## src/rtl/fpga_input_conditioner.sv

```systemverilog
// Synchronizes and debounces board buttons/switches, optionally emitting edge pulses.
// Edge pulse outputs are built only when LOTR_INPUT_EDGE_PULSE_EN is defined.
module fpga_input_conditioner #(
    parameter int              N_IN            = 12,
    parameter int              DEBOUNCE_CYCLES = 50000,
    parameter int              CNT_W           = 16,
    parameter logic [N_IN-1:0] RST_VAL         = 12'h003
) (
    input  logic            QClk,
    input  logic            RstQnnnL,
    input  logic [N_IN-1:0] in_raw,
    output logic [N_IN-1:0] in_stable,
    output logic [N_IN-1:0] in_rise,
    output logic [N_IN-1:0] in_fall,
    output logic            any_change
);

    localparam logic [CNT_W-1:0] TERM_CNT = CNT_W'(DEBOUNCE_CYCLES - 1);

    logic [N_IN-1:0]  sync1_q;
    logic [N_IN-1:0]  sync2_q;
    logic [N_IN-1:0]  stable_q;
    logic [N_IN-1:0]  stable_d;
    logic [CNT_W-1:0] cnt_q [N_IN];
    logic [CNT_W-1:0] cnt_d [N_IN];

    always_ff @(posedge QClk or negedge RstQnnnL) begin
        if (!RstQnnnL) begin
            sync1_q <= RST_VAL;
            sync2_q <= RST_VAL;
        end else begin
            sync1_q <= in_raw;
            sync2_q <= sync1_q;
        end
    end

    // Counter only runs while the synchronized level disagrees with the accepted one.
    always_comb begin
        stable_d = stable_q;
        for (int i = 0; i < N_IN; i++) begin
            cnt_d[i] = '0;
            if (sync2_q[i] != stable_q[i]) begin
                if (cnt_q[i] == TERM_CNT) begin
                    stable_d[i] = sync2_q[i];
                end else begin
                    cnt_d[i] = cnt_q[i] + 1'b1;
                end
            end
        end
    end

    always_ff @(posedge QClk or negedge RstQnnnL) begin
        if (!RstQnnnL) begin
            stable_q <= RST_VAL;
            for (int i = 0; i < N_IN; i++) begin
                cnt_q[i] <= '0;
            end
        end else begin
            stable_q <= stable_d;
            for (int i = 0; i < N_IN; i++) begin
                cnt_q[i] <= cnt_d[i];
            end
        end
    end

    assign in_stable = stable_q;

`ifdef LOTR_INPUT_EDGE_PULSE_EN
    logic [N_IN-1:0] stable_prev_q;
    logic [N_IN-1:0] rise_q;
    logic [N_IN-1:0] rise_d;
    logic [N_IN-1:0] fall_q;
    logic [N_IN-1:0] fall_d;
    logic            any_q;
    logic            any_d;

    always_comb begin
        rise_d = stable_q & ~stable_prev_q;
        fall_d = ~stable_q & stable_prev_q;
        any_d  = |(rise_d | fall_d);
    end

    // stable_prev resets with stable so reset entry/exit never looks like an edge.
    always_ff @(posedge QClk or negedge RstQnnnL) begin
        if (!RstQnnnL) begin
            stable_prev_q <= RST_VAL;
            rise_q        <= '0;
            fall_q        <= '0;
            any_q         <= 1'b0;
        end else begin
            stable_prev_q <= stable_q;
            rise_q        <= rise_d;
            fall_q        <= fall_d;
            any_q         <= any_d;
        end
    end

    assign in_rise    = rise_q;
    assign in_fall    = fall_q;
    assign any_change = any_q;
`else
    assign in_rise    = '0;
    assign in_fall    = '0;
    assign any_change = 1'b0;
`endif

endmodule
```

## config.mk

```make
export PLATFORM = sky130hd
export DESIGN_NAME = fpga_input_conditioner
export DESIGN_NICKNAME = d
export VERILOG_FILES = /design/src/rtl/fpga_input_conditioner.sv
export SDC_FILE = /design/constraint.sdc
export NUM_CORES = 1
export LEC_CHECK = 0
export BUFFER_PORTS_ARGS = -buffer_cell sky130_fd_sc_hd__buf_2
export CORE_ASPECT_RATIO = 1.25
export CORE_MARGIN = 4
export CORE_UTILIZATION = 65
export CTS_CLUSTER_SIZE = 24
export DETAILED_ROUTE_END_ITERATION = 7
export PLACE_DENSITY = 0.85
export SETUP_SLACK_MARGIN = 0.4
export SYNTH_ARGS = -nofsm -noshare
export SYNTH_HDL_FRONTEND = slang
export SYNTH_SLANG_ARGS = --single-unit
```

## constraint.sdc

```tcl
create_clock -name QClk -period 3.2 [get_ports QClk]
set_input_delay 0.16 -clock QClk [delete_from_list [all_inputs] [get_ports QClk]]
set_output_delay 0.16 -clock QClk [all_outputs]
set_load 0.05 [all_outputs]
```

== Word-level counts from Yosys, hierarchy flattened ==
Index checks and enable logic that the tools add are counted.

* Add/sub/neg operators: 12
* Equality and inequality tests: 24
* Multiplexer cells: 24
* Reductions and logical operators: 12

{| class="wikitable"
|+ Operators by type and width
! kind !! count
|-
| 16-bit 2-to-1 mux || 24
|-
| 16-bit by 1-bit adder with 16-bit output, second input constant || 12
|-
| 16-bit equality test, second input constant || 12
|-
| 2-bit AND reduction || 12
|-
| 1-bit != test || 12
|}

* Register bits after elaboration: 228
* Output and inout bits: 37
* Logic and storage cells: 98

== Depth between registers and ports, before layout ==
* Word-level depth: 3
* Mapped depth: 6
* Depth with buffers taken out: 5

== Least setup slack after synthesis ==
Ideal clock, no wire load.

* Kind: register to register
* Start: register cnt_q[157] (netlist bit)
* End: register stable_q[2], in the netlist in_stable[2]
* Library setup time: 0.125 ns
* Data arrival time: 1.704 ns
* Path slack: 1.371 ns
* Buffers on the path: 0
* Clock period less this slack: 1.829 ns
* Cell stages (with the launch flop): 4
* Cells stage by stage: dfrtp_1 -> or4_1 -> or4_4 -> mux2_4

* Word-level cells in the longest chain between the ends: 2

{| class="wikitable"
|+ RTL lines
! what !! line !! RTL
|-
| start: declaration || 24 || <nowiki>logic [CNT_W-1:0] cnt_q [N_IN];</nowiki>
|-
| start signal: indexed assignment || 61 || <nowiki>cnt_q[i] <= cnt_d[i];</nowiki>
|-
| 16-bit equality test || 43 || <nowiki>if (cnt_q[i] == TERM_CNT) begin</nowiki>
|-
| 2-bit AND reduction (no line) || -- ||
|-
| end signal: assignment || 59 || <nowiki>stable_q <= stable_d;</nowiki>
|-
| end: declaration || 22 || <nowiki>logic [N_IN-1:0] stable_q;</nowiki>
|}

No other way between the ends.
A chain may end at the register's enable or synchronous reset.

==> out/metrics.csv <==
stage,metric,value,unit
outcome,status,"complete, no violations",
place,gp_congestion,0.8785,
routing,ant_nets,0,
job,maxCapViolCount,0,
floorplan,initial_core_util,66.26,%
yosys,seq_area_frac_synth,53.22,%
timing,tightest_slew,876.1,ps
floorplan,dieArea,18650,µm²
layout,n_fill_cell,1086,
clock_network,tritoncts.num_buffers,24,
global_route,grt_pass1_vias,7716,
clock_network,postCtsSetupBuffers,0,
power,p_leak,4.918,nW
place,hpwlAfterDp,12.82,mm
timing,period_share,64.36,%
worst_setup_path,path_buf_inv,0,
floorplan,core,16200,µm²
routing,drt_iter0_markers,470,
power,power.density,495.2,nW/µm²
global_route,grtUsageTotal,21.89,%
clock_network,ctsRootBufferMaster,clkbuf_16,
worst_setup_path,cp_cell_sequence,nor4_1 -> nand3_1 -> o41ai_4 -> nor2_1,
yosys,synth.avg_cell_area,10.25,µm²
clock_network,numClockSinks,228,
global_route,grt_max_degree,117,
timing,period_minus_slack,2059,ps
layout,nets,1126,
place,portBuffers,25,
worst_setup_path,r2r-end,cnt_q[34]$_DFF_PN0_,
worst_setup_path,r2r-start,cnt_q[44]$_DFF_PN0_,
clock_network,clockBufferDepth,3,
routing,routed_wl,19.54,mm
worst_setup_path,critPathTopFamily,compound AO/OA/AOI/OAI gates,
routing,viasPerCell,5.678,
clock_network,cts_max_level,1,
worst_setup_path,critPathLaunch,cnt_q[44]$_DFF_PN0_,
worst_setup_path,cp-endpoint,cnt_q[34]$_DFF_PN0_,
yosys,yosys_warnings,0,
floorplan,ios,51,
routing,dr.pass1.iters,5,
global_route,grt_pass1_wl,34.26,mm
timing,maxSlewHeadroom,41.60,%
layout,area_delta_synth_final,10.92,%
routing,highest_layer,met4,
clock_network,clkLatencyLatePin,510,ps
timing,holdWs,261.9,ps
timing,fmax,0.4856,GHz
timing,skew,11.02,ps
worst_setup_path,end_kind,flip-flop,
routing,wl_met3,736,µm
timing,setup_viol_count_final,0,
clock_network,cts_tree,done,
routing,drc,0,
yosys,synthCells,1047,
worst_setup_path,worstSetupStartpointType,flip-flop,
routing,wl_met2,10.19,mm
yosys,yosys_register_bits,228,
yosys,synth.distinct_cells,39,
routing,vias,7569,
worst_setup_path,critPathKind,reg -> reg,
worst_hold_path,hp-class,in -> async,
worst_setup_path,slowest_delay,830,ps
global_route,grt_overflow_total,0,
worst_setup_path,arrival,2420,ps
worst_setup_path,crit_required,3560,ps
timing,slew_viol_final,0,
clock_network,clkTransAtPathRegs,60,ps
timing,hold_viol,0,
worst_setup_path,worst-path-max-fanout,16,
global_route,grt_antenna_before_repair,0,
layout,n_antenna_cell,0,
worst_setup_path,r2r_cells,4,
worst_setup_path,slowest_stage,o41ai_4,
routing,wire_per_inst,14.66,µm
floorplan,die_y,151.7,µm
routing,drt-met1-wl,8.236,mm
power,ir_drop,0.4872,mV
floorplan,chipWidth,122.9,µm
layout,drive_above_1_share,8.236,%
worst_setup_path,ff2ff_setup_slack,1140,ps
yosys,synth_area,10730,µm²
worst_setup_path,path_depth,4,
timing,rsz0062_at_grt,no,
timing,finalSetupTns,0,ps
floorplan,row_count,52,
==> state kept, by name, summed over array words and instances (netlist names) <==
signal     count
sync1_q       12
cnt_q        192
in_stable     12
sync2_q       12
==> worst min path at each step <==
stage | from | cells after the start | slack [ps] | end
final | RstQnnnL | 2 | 260 | cnt_q[124]$_DFF_PN0_
after global routing | in_raw[4] | 2 | 290 | sync1_q[4]$_DFF_PN0_
after CTS | in_raw[7] | 2 | 270 | sync1_q[7]$_DFF_PN0_
after detailed placement | in_raw[1] | 1 | 270 | sync1_q[1]$_DFF_PN1_
after global placement | in_raw[1] | 1 | 260 | sync1_q[1]$_DFF_PN1_
after floorplan | RstQnnnL | 0 | -140 | cnt_q[0]$_DFF_PN0_
==> metrics by stage <==
| step | cells | power (mW) | area (µm²) | util, % | setup slack, ps |
|---|---|---|---|---|---|
| final | 1333 | 5.896 | 11910 | 73.49 | 1141 |
| after global placement | 1277 | 3.279 | 11020 | 68.02 | 1255 |
| after CTS | 1333 | 5.958 | 11910 | 73.49 | 1128 |
| after detailed placement | 1277 | 3.289 | 11020 | 68.02 | 1145 |
| after global routing | 1333 | 6.130 | 11910 | 73.49 | 983.7 |
| after floorplan | 1071 | 3.212 | 10820 | - | 1371 |
==> cell usage in the layout, fill, tap and decap left out, drive strengths merged, types with 6 or more instances in the layout <==
cell type | Yosys | final
a21oi | 6 | 6
and3 | 16 | 16
buf | 30 | 29
clkbuf | 9 | 37
conb | 1 | 25
dfrtp | 222 | 222
dfstp | 6 | 6
dlygate4sd3 | 0 | 13
ha | 12 | 12
inv | 29 | 30
mux2 | 12 | 12
nand2 | 60 | 60
nand3 | 63 | 63
nand4 | 54 | 54
nor2 | 208 | 208
nor3 | 45 | 45
nor4 | 48 | 48
nor4b | 8 | 8
nor4bb | 11 | 11
xnor2 | 131 | 131
xor2 | 43 | 43
==> repair_timing <==
| action | CTS | global route |
|---|---|---|
| gates resized for setup | 0 | 0 |
| hold buffers | 13 | 0 |
| endpoints found under the hold margin | 124 | 0 |
==> metal layers <==
layer,track usage (%),up-vias
met4,6.162,0
met2,39.29,162
met1,27.59,3688
met3,3.193,40
li1,-,3679
met5,0,-
==> kinds of logic (layout without fill, tap and decap cells) <==
group / after synthesis / after routing / share of synthesized area (%)
and+or+nand+nor: 537 / 537 / 24.84
DFF: 228 / 228 / 53.22
xor gates and xnor gates: 174 / 174 / 14.20
buffers and inverters: 68 / 114 / 3.369
AOI/OAI and AO/OA: 15 / 15 / 1.644
adders and majority gates: 12 / 12 / 1.399
muxes: 12 / 12 / 1.294
other: 1 / 25 / 0.03494
==> layout make-up <==
type                       count  area (µm²)  area share [%]
timing repair buffer          42       307.8           2.585
clock buffer                  37       679.4           5.706
multi-input combinational    775        4750           39.89
sequential                   228        5713           47.98
clock inverter                 6       77.57          0.6515
inverter                      29       108.9          0.9142
tap                          216       270.3           2.270
==> cells in the mapped netlist <==
cell type,instances,area share (%)
xor2_1,43,3.5
buf_2,4,0.19
or3_1,2,0.12
and3_1,15,0.87
nand4b_1,2,0.16
and4_1,5,0.41
nand3b_1,2,0.14
nand2_4,1,0.10
clkbuf_1,9,0.31
o41ai_4,4,1.0
or4_4,1,0.10
ha_1,12,1.4
inv_1,29,1.0
nand4bb_1,1,0.10
o21ai_0,1,0.047
buf_6,1,0.10
and3_2,1,0.070
a21oi_1,6,0.28
nor4bb_1,11,1.0
nor3_1,45,2.1
nor2_1,208,7.3
and2_1,1,0.058
or4_1,4,0.28
nor4_1,48,2.8
o31ai_1,3,0.21
nor4b_1,8,0.65
or2_2,4,0.23
buf_4,25,1.7
mux2_4,1,0.14
conb_1,1,0.035
nand4_1,54,3.1
dfrtp_1,222,52
a31o_2,1,0.082
nand2_1,59,2.1
xnor2_1,131,11
mux2_2,11,1.2
dfstp_2,6,1.5
nand3_1,63,2.9
and4b_1,2,0.19
==> power by group <==
part           total (mW)  leakage [nW]  switching (mW)  internal (mW)
Combinational       0.259          1.46           0.193         0.0661
Sequential           2.99          3.09          0.0507           2.94
Clock                2.65         0.367            1.10           1.55
(Power assumes the default switching activity.)
